`config.mk`:
```
export PLATFORM = sky130hd
export DESIGN_NAME = square_generic
export DESIGN_NICKNAME = d
export VERILOG_FILES = /design/src/rtl/square_generic.sv
export SDC_FILE = /design/constraint.sdc
export NUM_CORES = 1
export LEC_CHECK = 0
export CORE_MARGIN = 4
export CORE_UTILIZATION = 24
export CTS_CLUSTER_SIZE = 14
export DETAILED_ROUTE_END_ITERATION = 7
export GPL_TIMING_DRIVEN = 0
export HOLD_SLACK_MARGIN = 0.03
export PLACE_DENSITY = 0.5
export REMOVE_ABC_BUFFERS = 1
export SLEW_MARGIN = 5
export SYNTH_ARGS = -nofsm -noshare
export SYNTH_HDL_FRONTEND = slang
export SYNTH_SLANG_ARGS = --single-unit
export TNS_END_PERCENT = 30
```
`constraint.sdc`:
```
create_clock -name clk -period 2.3 [get_ports clk]
set_input_delay 0.46 -clock clk [delete_from_list [all_inputs] [get_ports clk]]
set_output_delay 0.46 -clock clk [all_outputs]
set_load 0.01 [all_outputs]
```
`src/rtl/square_generic.sv`:
```
// -----------------------------------------------------------------------------
// square_generic
//
// Fully pipelined unsigned integer squarer: square = operand * operand.
// It runs the MSB-first square-root digit recurrence forwards. Each of the
// WIDTH_INPUT register stages folds in one more operand bit, so the partial
// root grows by one bit per stage. The partial square is kept equal to the
// partial root squared, using the identity (2r + b)^2 = 4r^2 + b*(4r + 1).
//
// One operand is accepted per cycle. Results leave in order after exactly
// WIDTH_INPUT cycles. There is no stall and no backpressure.
//
// Ports
//   clk        rising-edge clock
//   rst_n      asynchronous active-low reset; clears every stage
//   valid_in   qualifies operand in the current cycle
//   operand    unsigned value to square, WIDTH_INPUT bits
//   valid_out  square holds the result for the operand accepted WIDTH_INPUT
//              cycles earlier
//   square     unsigned square, WIDTH_OUTPUT (= 2*WIDTH_INPUT) bits
// -----------------------------------------------------------------------------
module square_generic #(
  parameter int WIDTH_INPUT  = 8,
  parameter int WIDTH_OUTPUT = 2 * WIDTH_INPUT
) (
  input  logic                    clk,
  input  logic                    rst_n,
  input  logic                    valid_in,
  input  logic [WIDTH_INPUT-1:0]  operand,
  output logic                    valid_out,
  output logic [WIDTH_OUTPUT-1:0] square
);

  localparam int N  = WIDTH_INPUT;
  localparam int W2 = WIDTH_OUTPUT;
  // The last stage only needs the square. Partial root and unconsumed bits
  // therefore exist for stages 0..N-2 only. One dummy entry is kept when N=1
  // so the arrays never become zero-sized.
  localparam int NC = (N > 1) ? (N - 1) : 1;

  // Partial root of stage k: the top k+1 operand bits, right-aligned.
  logic [N-1:0]  root_q [NC];
  logic [N-1:0]  root_d [NC];
  // Unconsumed operand bits, left-aligned so the next bit is always the MSB.
  logic [N-1:0]  rest_q [NC];
  logic [N-1:0]  rest_d [NC];
  // Partial square of stage k, equal to root_k squared.
  logic [W2-1:0] sq_q   [N];
  logic [W2-1:0] sq_d   [N];
  // Valid bit travelling alongside the data.
  logic          vld_q  [N];
  logic          vld_d  [N];

  logic          step_bit;
  logic [W2-1:0] root_ext;

  // Next-state logic for every pipeline stage.
  always_comb begin
    for (int k = 0; k < N; k++) begin
      sq_d[k]  = '0;
      vld_d[k] = 1'b0;
    end
    for (int k = 0; k < NC; k++) begin
      root_d[k] = '0;
      rest_d[k] = '0;
    end
    step_bit = 1'b0;
    root_ext = '0;

    // Stage 0: root and square both equal the operand MSB (0 or 1).
    sq_d[0]  = W2'(operand[N-1]);
    vld_d[0] = valid_in;
    if (N > 1) begin
      root_d[0] = N'(operand[N-1]);
      rest_d[0] = operand << 1'b1;
    end else begin
      root_d[0] = '0;
      rest_d[0] = '0;
    end

    // Stages 1..N-1: s_k = 4*s_{k-1} + (b ? 4*r_{k-1} + 1 : 0).
    for (int k = 1; k < N; k++) begin
      step_bit = rest_q[k-1][N-1];
      root_ext = W2'(root_q[k-1]);
      if (step_bit) begin
        sq_d[k] = (sq_q[k-1] << 2'd2) + (root_ext << 2'd2) + W2'(1'b1);
      end else begin
        sq_d[k] = sq_q[k-1] << 2'd2;
      end
      vld_d[k] = vld_q[k-1];
    end

    // Stages 1..N-2 also extend the partial root and consume one more bit.
    for (int k = 1; k < NC; k++) begin
      step_bit  = rest_q[k-1][N-1];
      root_d[k] = (root_q[k-1] << 1'b1) | N'(step_bit);
      rest_d[k] = rest_q[k-1] << 1'b1;
    end
  end

  // Pipeline registers; reset flushes every in-flight operand.
  always_ff @(posedge clk or negedge rst_n) begin
    if (!rst_n) begin
      for (int k = 0; k < N; k++) begin
        sq_q[k]  <= '0;
        vld_q[k] <= 1'b0;
      end
      for (int k = 0; k < NC; k++) begin
        root_q[k] <= '0;
        rest_q[k] <= '0;
      end
    end else begin
      for (int k = 0; k < N; k++) begin
        sq_q[k]  <= sq_d[k];
        vld_q[k] <= vld_d[k];
      end
      for (int k = 0; k < NC; k++) begin
        root_q[k] <= root_d[k];
        rest_q[k] <= rest_d[k];
      end
    end
  end

  assign square    = sq_q[N-1];
  assign valid_out = vld_q[N-1];

endmodule

```
Word-level counts from Yosys, hierarchy flattened
Cells that the tools add are included.
{"block": "op_classes", "add_sub_neg": 14, "n_mul": 0, "div_mod_pow": 0, "magnitude_cmp": 0, "n_eq_ne": 0, "n_shift": 0, "n_mux": 7, "bitwise_logic": 6, "n_reduce_logical": 0}
{"cell": "$or A8 B1 Y8", "count": 3}
{"cell": "$add A16 B1 Y16 const B", "count": 1}
{"cell": "$add A16 B10 Y16", "count": 1}
{"cell": "$mux W16", "count": 1}
{"cell": "$add A14 B1 Y14 const B", "count": 1}
{"cell": "$add A14 B10 Y14", "count": 1}
{"cell": "$mux W14", "count": 1}
{"cell": "$add A12 B1 Y12 const B", "count": 1}
{"cell": "$add A12 B10 Y12", "count": 1}
{"cell": "$mux W12", "count": 1}
{"cell": "$add A10 B1 Y10 const B", "count": 1}
{"cell": "$add A10 B10 Y10", "count": 1}
{"cell": "$mux W10", "count": 1}
{"cell": "$add A8 B1 Y8 const B", "count": 1}
{"cell": "$add A8 B5 Y8", "count": 1}
{"cell": "$mux W8", "count": 1}
{"cell": "$add A6 B1 Y6 const B", "count": 1}
{"cell": "$add A6 B4 Y6", "count": 1}
{"cell": "$mux W6", "count": 1}
{"cell": "$add A3 B3 Y4", "count": 1}
{"cell": "$add A4 B1 Y4 const B", "count": 1}
{"cell": "$mux W4", "count": 1}
{"cell": "$or A4 B1 Y4", "count": 1}
{"cell": "$or A3 B1 Y3", "count": 1}
{"cell": "$or A2 B1 Y2", "count": 1}
{"block": "totals", "regBits": 144, "latch_bits": 0, "ramBits": 0, "rom_bits": 0, "input_bits": 11, "output_inout_bits": 17, "elab_cells": 56, "mem_count": 0}

Logic depth before layout (Yosys ltp)
{"block": "logic_depth", "ltp_word": 3, "depth_mapped": 5, "mapped_depth_nobuf": 5}

Least setup slack after synthesis
No wires, ideal clock.
{"block": "synth_timing", "path_type": "register -> register", "from": "register root_q[10] (netlist bit)", "to": "register sq_q[28] (netlist bit)", "arrival_time_ns": 1.560, "required_ns": 2.213, "path_slack_ns": 0.654, "stages_incl_launch_ff": 6, "cell_sequence": "dfrtp_1 -> ha_1 -> a21o_1 -> a21o_1 -> a2111o_1 -> o211ai_1"}
{"item": "start, declared", "line_no": "42", "rtl": "logic [N-1:0] root_q [NC];"}
{"item": "start signal, assigned by index", "line_no": "118", "rtl": "root_q[k] <= root_d[k];"}
{"item": "end signal, assigned by index", "line_no": "114", "rtl": "sq_q[k] <= sq_d[k];"}
{"item": "end, declared", "line_no": "48", "rtl": "logic [W2-1:0] sq_q [N];"}

==> out/results.txt <==
Sum Neg Setup Slack: 0 ps
Initial Util: 24.7%
library cells used by synthesis: 45
setup violators final: 0
Synth area leader: dfrtp_1
CP Capture Type: register
# port buffers: 26
Hold WC Path Type: reg -> reg
unrepaired setup endpoints after global routing: false
fin cells: 656
number of cells on the worst hold path: 0
Syn Area/Cell: 13.2 sq um
largest net degree at the start of global routing: 98
Global Route Usage Sum: 7.14%
area share of the largest cell type after synthesis: 64.3%
Bufs on Longest Clock Path: 2
crit path DAT: 2140 ps
Design Power: 5.94 mW
routed len/inst: 10.4 um
Worst Path Required: 2600 ps
DR vias/cell: 3.95
hold_ws: 344 ps
Pins Over Slew Limit: 0
Clock transition at path regs: 60 ps
Max Clk Rate: 543 MHz
area of the mapped netlist: 0.00471 sq mm
DP HPWL: 4640 um
DR pass1 iterations: 4
Die H: 148 um
static leakage: 2.52 nW
worst-path fanout max: 5
skew final: 7.25 ps
Yosys reg bits: 121
final core occ: 30.6%
clock root cell: clkbuf_16
EDFF count, synth: 0
Worst-Skew Late Latency: 400 ps
critical path class: reg -> reg
layout cells sized above 1: 11.9%
total grt overflow: 0
I/O Pins: 28
Final Wtd Congestion: 0.749
Nets: 415
post-synthesis sequential area ratio: 64.3%
ys flop type: dfrtp_1
CTS sink count: 121
asr flop ratio synth: 100%
PD cells: 1020 mW/mm^2
num rows: 50
peak supply drop: 0.502 mV
minimum clock period after layout: 1840 ps
CTS buffer count: 17
die area: 0.0219 sq mm
synth warn: 0
first-pass GRT wire length: 12600 um
CP startpoint kind: register
Area Overhead vs Synth: 23.7%
Hold Violations, Final: 0
Final ANT Viol Nets: 0
Starting DRT DRC Count: 155
core footprint: 0.0190 sq mm
DRC Markers: 0
Routed WL: 6850 um
area of the multi-input gates: 0.00150 sq mm
Post-CTS Resized: 0
die width: 148 um
placed insts: 623
vias: 2593
TritonCTS clock tree: built
ant diodes: 0
FF-to-FF path depth: 5
top cells by area, synth: dfrtp_1 (64%), ha_1 (5.6%), xnor2_1 (4.1%)
final period utilization: 80.1%
antenna violations before repair: 0
Post-CTS Setup Inserts: 0
number of global-route vias before repair: 2808
storage element area: 0.00303 sq mm
Post-Synthesis Cells: 357
status: finished, final reports clean
fillers: 1969
CTS H-Tree Depth: 4
# Max-Cap Violations: 0
==> through the flow <==
step | setup WS [ps] | instance area (sq um)
2_1_floorplan | 654 | 4570
3_3_place_gp | -3730 | 5150
3_5_place_dp | 447 | 5180
4_1_cts | 448 | 5820
5_1_grt | 327 | 5820
6_report | 458 | 5820
==> final timing paths <==
path,startpoint,to,slack [ps]
max,sq_q[18],square[8],460
min,rest_d[37],rest_d[30],340
max reg2reg,sq_q[18],square[8],460
min reg2reg,rest_d[37],rest_d[30],340
max in group asynchronous,rst_n,root_q[32],1100
min in group asynchronous,rst_n,square[7],490
==> synth_stat cells (all sizes together), types with 2 or more instances <==
cell	instances
a21oi	17
nor2b	9
inv	10
dfrtp	121
and2	7
xnor2	22
a31o	4
o211ai	2
a211oi	7
and3	2
a21o	8
buf	16
nor2	12
nor3b	6
nand2	15
a31oi	3
nand2b	2
clkbuf	5
nand4	9
xor2	13
mux2	6
nor4	3
nor3	6
o21ai	9
ha	21
a2111o	2
nand3	7
==> critical path, stage by stage, from the launching register on <==
cell and delay [ps]:
dfrtp_1 380, ha_1 380, a211oi_2 320, o21ai_1 160
a2111o_1 430, o311ai_1 90
==> cell type report <==
cell class                      count  area share [%]
Sequential cell                   121            52.0
Multi-Input combinational cell    205            25.8
Clock buffer                       18            7.37
Tap cell                          260            5.59
Timing Repair Buffer               28            5.14
Clock inverter                     14            3.44
Inverter                           10           0.645
==> sequential cells by signal (all words and copies together), names as in the netlist <==
register and count:
vld_d 7, root_ext 6, rest_q 7, root_q 19, rest_d 21, valid_out 1
square 15, sq_q 45
==> power by group <==
part / internal [mW] / switching, mW
clock: 1.82 / 0.933
sequential: 2.35 / 0.138
combinational: 0.356 / 0.342
==> cells by family after synthesis <==
family | after synthesis | synth area share [%]
DFF | 121 | 64.3
and+or+nand+nor | 82 | 9.62
AOI/OAI and AO/OA | 60 | 8.69
xor gates and xnor gates | 35 | 6.51
buffers and inverters | 31 | 3.75
adders and majority gates | 21 | 5.58
muxes | 6 | 1.44
other | 1 | 0.0797
==> what timing repair did <==
action / in CTS / in global routing
endpoints found under the hold margin: 24 / 0
hold buffers: 1 / 0
setup endpoints to repair: 0 / 0
==> cell usage in the layout (no fill, tap or decap), drive strengths merged, types with 8 or more instances in the layout <==
cell / instances
a21oi: 17
inv: 10
nand4: 9
clkdlybuf4s50: 25
dfrtp: 121
nor2b: 9
clkbuf: 18
nand2: 15
xnor2: 22
nor2: 12
a21o: 8
xor2: 13
ha: 21
o21ai: 9
==> per-layer routing <==
layer	wire [um]	global-route usage, %	vias up	share of wire [%]
li1	-	-	1290	-
met1	2870	7.71	1251	42
met2	3560	12.1	42	52
met3	290	2.42	10	4.2
met4	121	4.25	0	1.8
met5	0	0	-	0
(Power assumes the default switching activity.)
